<file path="src/rtl/nn_pkg.sv">
// Shared types and defaults for the neural-net output stages.
`timescale 1ns/1ps
package nn_pkg;

    localparam int N_CLASSES = 10;
    localparam int SCORE_W   = 64;
    localparam int IDX_W     = 4;

    typedef logic [SCORE_W-1:0] score_t;
    typedef logic [IDX_W-1:0]   class_idx_t;

    typedef enum logic [1:0] {
        IDLE = 2'd0,
        SCAN = 2'd1,
        DONE = 2'd2
    } argmax_state_e;

endpackage

</file>
<file path="src/rtl/score_compare.sv">
// Combinational strict greater-than between two scores, signed or unsigned.
`timescale 1ns/1ps
module score_compare #(
    parameter int W          = 64,
    parameter int SIGNED_CMP = 1
) (
    input  logic [W-1:0] a,
    input  logic [W-1:0] b,
    output logic         gt
);

    generate
        if (SIGNED_CMP != 0) begin : g_signed
            assign gt = $signed(a) > $signed(b);
        end else begin : g_unsigned
            assign gt = a > b;
        end
    endgenerate

endmodule

</file>
<file path="src/rtl/argmax_scorer.sv">
// Sequential arg-max over one score vector per transaction, with running
// correct/total statistics against a supplied label.
`timescale 1ns/1ps
module argmax_scorer #(
    parameter int N_CLASSES  = nn_pkg::N_CLASSES,
    parameter int SCORE_W    = nn_pkg::SCORE_W,
    parameter int IDX_W      = nn_pkg::IDX_W,
    parameter int CNT_W      = 16,
    parameter int SIGNED_CMP = 1
) (
    input  logic               clk,
    input  logic               rst_n,
    input  logic               in_valid,
    output logic               in_ready,
    input  logic [SCORE_W-1:0] scores [N_CLASSES],
    input  logic [IDX_W-1:0]   label,
    output logic               out_valid,
    input  logic               out_ready,
    output logic [IDX_W-1:0]   class_idx,
    output logic [SCORE_W-1:0] max_score,
    output logic               correct,
    input  logic               clear_stats,
    output logic [CNT_W-1:0]   correct_count,
    output logic [CNT_W-1:0]   total_count
);

    // Handshakes: a transfer happens on a rising edge where valid && ready.
    // in_ready is high only in IDLE; out_valid is high only in DONE and the
    // result stays stable until out_ready completes the transfer.
    nn_pkg::argmax_state_e state, state_nxt;

    logic [SCORE_W-1:0] reg_scores [N_CLASSES];
    logic [IDX_W-1:0]   reg_label;
    logic [IDX_W-1:0]   best_idx;
    logic [SCORE_W-1:0] best;
    logic [IDX_W-1:0]   i;

    logic               gt;
    logic               last;
    logic               accept;
    logic               deliver;
    logic               label_ok;
    logic [IDX_W-1:0]   nxt_idx;
    logic [SCORE_W-1:0] nxt_best;

    score_compare #(
        .W          (SCORE_W),
        .SIGNED_CMP (SIGNED_CMP)
    ) u_cmp (
        .a  (reg_scores[i]),
        .b  (best),
        .gt (gt)
    );

    assign in_ready  = rst_n && (state == nn_pkg::IDLE);
    assign out_valid = (state == nn_pkg::DONE);
    assign accept    = (state == nn_pkg::IDLE) && in_valid;
    assign deliver   = (state == nn_pkg::DONE) && out_ready;
    assign last      = (i == IDX_W'(N_CLASSES - 1));
    assign nxt_idx   = gt ? i : best_idx;
    assign nxt_best  = gt ? reg_scores[i] : best;
    // Out-of-range labels can never match a real class index.
    assign label_ok  = 32'(reg_label) < N_CLASSES;

    always_ff @(posedge clk or negedge rst_n) begin
        if (!rst_n) state <= nn_pkg::IDLE;
        else        state <= state_nxt;
    end

    always_comb begin
        state_nxt = state;
        case (state)
            nn_pkg::IDLE: if (in_valid) state_nxt = (N_CLASSES == 1) ? nn_pkg::DONE : nn_pkg::SCAN;
            nn_pkg::SCAN: if (last)     state_nxt = nn_pkg::DONE;
            nn_pkg::DONE: if (out_ready) state_nxt = nn_pkg::IDLE;
            default:                    state_nxt = nn_pkg::IDLE;
        endcase
    end

    always_ff @(posedge clk or negedge rst_n) begin
        if (!rst_n) begin
            for (int k = 0; k < N_CLASSES; k++) reg_scores[k] <= '0;
            reg_label <= '0;
            best_idx  <= '0;
            best      <= '0;
            i         <= '0;
            class_idx <= '0;
            max_score <= '0;
            correct   <= 1'b0;
        end else if (accept) begin
            for (int k = 0; k < N_CLASSES; k++) reg_scores[k] <= scores[k];
            reg_label <= label;
            best_idx  <= '0;
            best      <= scores[0];
            i         <= IDX_W'(1);
            if (N_CLASSES == 1) begin
                class_idx <= '0;
                max_score <= scores[0];
                correct   <= (label == '0);
            end
        end else if (state == nn_pkg::SCAN) begin
            best     <= nxt_best;
            best_idx <= nxt_idx;
            i        <= i + IDX_W'(1);
            // Publish the result on the same edge as the final compare.
            if (last) begin
                class_idx <= nxt_idx;
                max_score <= nxt_best;
                correct   <= (nxt_idx == reg_label) && label_ok;
            end
        end
    end

    always_ff @(posedge clk or negedge rst_n) begin
        if (!rst_n) begin
            correct_count <= '0;
            total_count   <= '0;
        end else if (clear_stats) begin
            correct_count <= '0;
            total_count   <= '0;
        end else if (deliver) begin
            if (total_count != '1)            total_count   <= total_count + CNT_W'(1);
            if (correct && correct_count != '1) correct_count <= correct_count + CNT_W'(1);
        end
    end

endmodule

</file>
<file path="config.mk">
export PLATFORM = sky130hd
export DESIGN_NAME = argmax_scorer
export DESIGN_NICKNAME = d
export VERILOG_FILES = /design/src/rtl/nn_pkg.sv /design/src/rtl/score_compare.sv /design/src/rtl/argmax_scorer.sv
export SDC_FILE = /design/constraint.sdc
export NUM_CORES = 2
export LEC_CHECK = 0
export BUFFER_PORTS_ARGS = -buffer_cell sky130_fd_sc_hd__buf_4
export CAP_MARGIN = 15
export CELL_PAD_IN_SITES_DETAIL_PLACEMENT = 1
export CELL_PAD_IN_SITES_GLOBAL_PLACEMENT = 1
export CORE_AREA = 10 10 300 302
export DETAILED_ROUTE_END_ITERATION = 8
export DIE_AREA = 0 0 310 312
export HOLD_SLACK_MARGIN = 0.12
export PLACE_DENSITY_LB_ADDON = 0.1
export SLEW_MARGIN = 20
export SYNTH_ARGS = -nofsm -noshare
export SYNTH_HDL_FRONTEND = slang
export SYNTH_SLANG_ARGS = --single-unit
</file>
<file path="constraint.sdc">
create_clock -name clk -period 11 [get_ports clk]
set_clock_uncertainty 0.2 [all_clocks]
set_input_delay 0.55 -clock clk [delete_from_list [all_inputs] [get_ports clk]]
set_output_delay 0.55 -clock clk [all_outputs]
set_load 0.02 [all_outputs]
</file>
; Yosys cells after proc, flatten, opt, wreduce, memory -nomap -nowiden
; Index checks and enable logic that the tools add are counted.
[word_totals]
latchBits = 0
ram_bits = 0
register_bits = 819
out_inout_bits = 103
mem_count = 0
in_bits = 649
romBits = 0
[classes]
bitwise = 2
mul = 0
addsub = 3
shifts = 0
div_mod_pow = 0
order_cmp = 3
n_reduce_logical = 14
n_mux = 21
eq_ne = 9
[op_table]
columns = op, count
row1 = $mux W64, 5
row2 = $bmux W64 S4, 1
row3 = $mux W16, 6
row4 = $gt A64 B64 Y1, 1
row5 = $add A16 B1 Y16 const B, 2
row6 = $ne A16 B16 Y1 const B, 2
row7 = $mux W4, 5
row8 = $reduce_bool A2 Y1, 4
row9 = $mux W2, 3
row10 = $pmux W2 S3, 1
row11 = $reduce_and A3 Y1, 2
row12 = $ge A5 B5 Y1 const B, 1
row13 = $logic_and A1 B1 Y1, 5
row14 = $not A4 Y5, 1
row15 = $add A4 B1 Y4 const B, 1
row16 = $eq A4 B4 Y1, 1
row17 = $eq A4 B4 Y1 const B, 1
row18 = $lt A4 B4 Y1 const B, 1
row19 = $ne A2 B2 Y1 const B, 2
row20 = $reduce_and A2 Y1, 2
row21 = $eq A2 B1 Y1 const B, 1
row22 = $eq A2 B2 Y1 const B, 1
row23 = $logic_not A2 Y1, 1
row24 = $ne A2 B1 Y1 const B, 1
row25 = $not A1 Y1, 1

; Longest topological paths before layout
[logic_depth]
word_depth = 8
mapped_depth = 19
ltp_nobuf = 14

; Modules after synthesis
; From an unflattened synthesis, not the netlist that was laid out.
[unflattened]
cells_unflattened = 4375
hier_area_um2 = 39459.1
[modules_own_cells]
columns = mod, seq_area_each_um2, cells_each, instances, area_per_inst_um2
row1 = argmax_scorer, 20494.7, 4140, 1, 37832.5
row2 = score_compare, 0.0, 235, 1, 1626.6

; Least setup slack after synthesis
; No wires, ideal clock.
[synth_path]
kind = reg2reg
start = register i[0]
end = register best[0]
slack_ns = 6.334
arrival_ns = 4.383
setup_time_ns = 0.083
period_less_slack_ns = 4.666
path_stages_with_launch = 18
path_buffers = 3
cell_sequence = dfrtp_1 -> buf_2 -> buf_1 -> mux4_2 -> mux2i_1 -> o22ai_1 -> ha_1 -> a21oi_1 -> o21ai_1 -> a22o_1 -> or4_1 -> nor3_2 -> a21oi_1 -> a21oi_1 -> buf_6 -> mux2_2 -> mux2_2 -> o21ai_0
[synth_between]
elab_chain_len = 8
[synth_lines]
columns = element, line
row1 = "start, declared", argmax_scorer.sv:36  ; logic [IDX_W-1:0] i;
row2 = "start signal, assigned", argmax_scorer.sv:104  ; i <= i + IDX_W'(1);
row3 = $not A4 Y5 (not written as such) *, "argmax_scorer.sv:50, argmax_scorer.sv:61"
row4 = $bmux W64 S4 *, "argmax_scorer.sv:50, argmax_scorer.sv:61"
row5 = $mux W64 (not written as such) * (2 in a row), "argmax_scorer.sv:50, argmax_scorer.sv:61"
row6 = $gt A64 B64 Y1, score_compare.sv:14  ; assign gt = $signed(a) > $signed(b);
row7 = $mux W64 *, argmax_scorer.sv:61  ; assign nxt_best = gt ? reg_scores[i] : best;
row8 = $mux W64 *, argmax_scorer.sv:101  ; end else if (state == nn_pkg::SCAN) begin
row9 = $mux W64 *, argmax_scorer.sv:90  ; end else if (accept) begin
row10 = "end signal, assigned", argmax_scorer.sv:94  ; best <= scores[0];
row11 = "end signal, assigned", argmax_scorer.sv:102  ; best <= nxt_best;
row12 = "end, declared", argmax_scorer.sv:35  ; logic [SCORE_W-1:0] best;
; Every way passes the cells marked *; elsewhere a longest branch is shown, timed or not. The select of a mux whose other input is x is not followed.
; A chain may end at the register's enable or synchronous reset.

; Worst setup path in the final report
[layout_path]
start = register i[0]
end = register best[34]
; Same word-level chain as after synthesis.

==> impl_metrics.env <==
export IMPL_status="complete, no violations"
export IMPL_area_delta_synth_final_pct=41.73
export IMPL_dieHeight_um=312
export IMPL_rows=107
export IMPL_syn_area_um2=38330
export IMPL_syn_area_per_cell_um2=9.435
export IMPL_cp_arrival_ps=7480
export IMPL_powerDensity_nw_per_um2=311.7
export IMPL_post_route_min_period_ps=7191
export IMPL_yosys_area_top_type="dfrtp_1"
export IMPL_die_width_um=310
export IMPL_stdcell_area_um2=54330
export IMPL_cts_root_buffer="clkbuf_16"
export IMPL_tritoncts="done"
export IMPL_worstHoldPathType="in2async"
export IMPL_synth_largest_type_area_fraction_pct=53.46
export IMPL_rsz0062_at_grt="false"
export IMPL_netlist_instances=4063
export IMPL_synth_common_cells="nand2_1 (2041), dfrtp_1 (819), clkbuf_1 (208)"
export IMPL_crit_path_max_fanout=102
export IMPL_globalRouteTotalUtil_pct=36.93
export IMPL_path_class="reg2reg"
export IMPL_htreeDepth=3
export IMPL_yosys_warnings=0
export IMPL_p_leak_nw=27.67
export IMPL_grt_max_degree=208
export IMPL_drv_cap=0
export IMPL_finalSetupTns_ps=0
export IMPL_synth_flop_cell="dfrtp_1"
export IMPL_worstMarginPinSlew_ps=1165
export IMPL_utilization_pct=64.41
export IMPL_regToRegSetupSlack_ps=3810
export IMPL_final_layout_size_suffix_gt1_share_pct=20.82
export IMPL_synth_seq_cells=819
export IMPL_fin_nets=6058
export IMPL_drcViolationCount=0
export IMPL_layout_worst_path_cycle_share_pct=65.37
export IMPL_wire_per_inst_um=28.07
export IMPL_yosysMostFrequentCell="nand2_1"
export IMPL_antenna_found_initial=60
export IMPL_synthArstFlopShare_pct=100.0
export IMPL_slew_headroom_pct=22.35
export IMPL_setup_viol=0
export IMPL_synth_edff_count=0
export IMPL_end_kind="flop"
export IMPL_synth_nets=4780
export IMPL_stdcell_count=6556
export IMPL_ios=752
export IMPL_routed_wirelength_um=184000
export IMPL_synth_distinct_cells=48
export IMPL_fmax_mhz=139.1
export IMPL_dr_first_iter_drc_count=3170
export IMPL_antenna_left=0
export IMPL_gp_congestion=0.8356
export IMPL_cp_start_kind="flop"
export IMPL_dp_hpwl_um=100700
export IMPL_vias_per_cell=5.743
export IMPL_cp_required_ps=11290
export IMPL_port_buffers=751
export IMPL_cts_setup_buffers=0
export IMPL_worstSkewPairLatency_ps=670
export IMPL_whs_ps=265.7
export IMPL_first_global_vias=42413
export IMPL_place_area_um2=44720
export IMPL_hold_viol_final=0
export IMPL_yosys_top_cells_area="dfrtp_1 (53%), nand2_1 (20%), mux4_2 (7.5%), mux2i_1 (5.2%), ha_1 (2.2%)"
export IMPL_die_area_um2=96720
export IMPL_maxSlewViolCount=0
export IMPL_clock_path_buffers=3
export IMPL_clk_pin_slew_ps=70
export IMPL_vias=37653
export IMPL_grt_pass1_wl_um=271500
export IMPL_seq_area_frac_synth_pct=53.46
export IMPL_cts_buffers=91
export IMPL_overflow=0
export IMPL_cts_sinks=819
export IMPL_dpl_cell_count=5691
export IMPL_core_um2=84340
export IMPL_first_pass_iters=6
export IMPL_peakVddDrop_v=0.0003289
export IMPL_initial_core_util_pct=45.45
[worst max-delay path, cell delays in order (launching register included)]
cell     delay [ps]
dfrtp_4         850
buf_12          550
mux4_2          650
mux2i_1         320
o22ai_1         210
ha_1            380
a21oi_1         170
o21ai_1         120
a22o_1          270
or4_1           460
nor3_2          310
a21oi_1         150
a21oi_4         680
buf_4           650
mux2i_1         370
mux2_2          260
o21ai_1          70
[final timing paths]
kind,from,cells after the start,end
setup / recovery,i[0],16,best[34]
min in group clk,reg_scores[192],2,reg_scores[192]
hold reg to reg,reg_scores[192],2,reg_scores[192]
max in group asynchronous,rst_n,4,reg_scores[602]
hold / removal,rst_n,2,correct_count[5]
setup reg to reg,i[0],16,best[34]
[flip-flops by register name, indices dropped and copies added, names as in the netlist]
signal / count
total_count: 16
class_idx: 4
correct_count: 16
reg_scores: 640
i: 4
best: 64
max_score: 64
correct: 1
reg_label: 4
state: 2
best_idx: 4
[kinds of logic after synthesis]
| kind of cell | after synthesis | synth area share, % |
|---|---|---|
| and+or+nand+nor | 2164 | 21.66 |
| DFF | 819 | 53.46 |
| muxes | 392 | 14.63 |
| buffers and inverters | 316 | 3.411 |
| AOI/OAI and AO/OA | 275 | 3.956 |
| adders and majority gates | 68 | 2.220 |
| xor gates and xnor gates | 29 | 0.6626 |
[layout make-up]
class                           count  area (um2)
Multi-Input combinational cell   2928       16580
Timing Repair Buffer             1430       12470
Inverter                           71       266.5
Tap cell                         1090        1364
Clock inverter                     14       161.4
Sequential cell                   819       20510
Fill cell                        9259       30010
Antenna cell                       57       142.6
Clock buffer                      147        2830
[cells in the final DEF (no fill, tap or decap), types with 37 or more instances in the layout]
master and instances:
dlygate4sd3_1 647, ha_1 68, o21ai_1 61, a21oi_1 37, o21ai_0 91, o22ai_1 65, inv_1 71, mux2_2 65
mux2i_1 199, dfrtp_1 815, nor2_1 48, nand2_1 2038, buf_4 773, clkbuf_16 93, mux4_2 128, diode_2 57
[power breakdown]
part | leakage (nW) | total (mW) | switching [mW] | internal [mW]
logic | 15.9 | 8.18 | 4.77 | 3.41
registers | 10.3 | 5.56 | 1.16 | 4.40
clock network | 1.48 | 3.19 | 1.39 | 1.80
[routing by layer]
metal  share of wire [%]  up-vias  GRT usage [%]
met1                  35    18951          41.20
met3                 7.4      809          8.831
li1                    -    15840              -
met2                  49     2039          61.18
met5               0.056        -              0
met4                 8.4       14          26.96
[what timing repair did]
action | CTS | global route
hold buffers | 647 | 0
endpoints found under the hold margin | 808 | 0
gates resized for setup | 0 | 0
[metrics by stage]
stage / total power [mW] / setup slack (ps)
after global placement: 12.45 / 4215
after global routing: 17.81 / 3534
after floorplan: 10.58 / 6334
after CTS: 16.20 / 4041
after detailed placement: 12.79 / 4089
final: 16.93 / 3809
(Power assumes the default switching activity.)
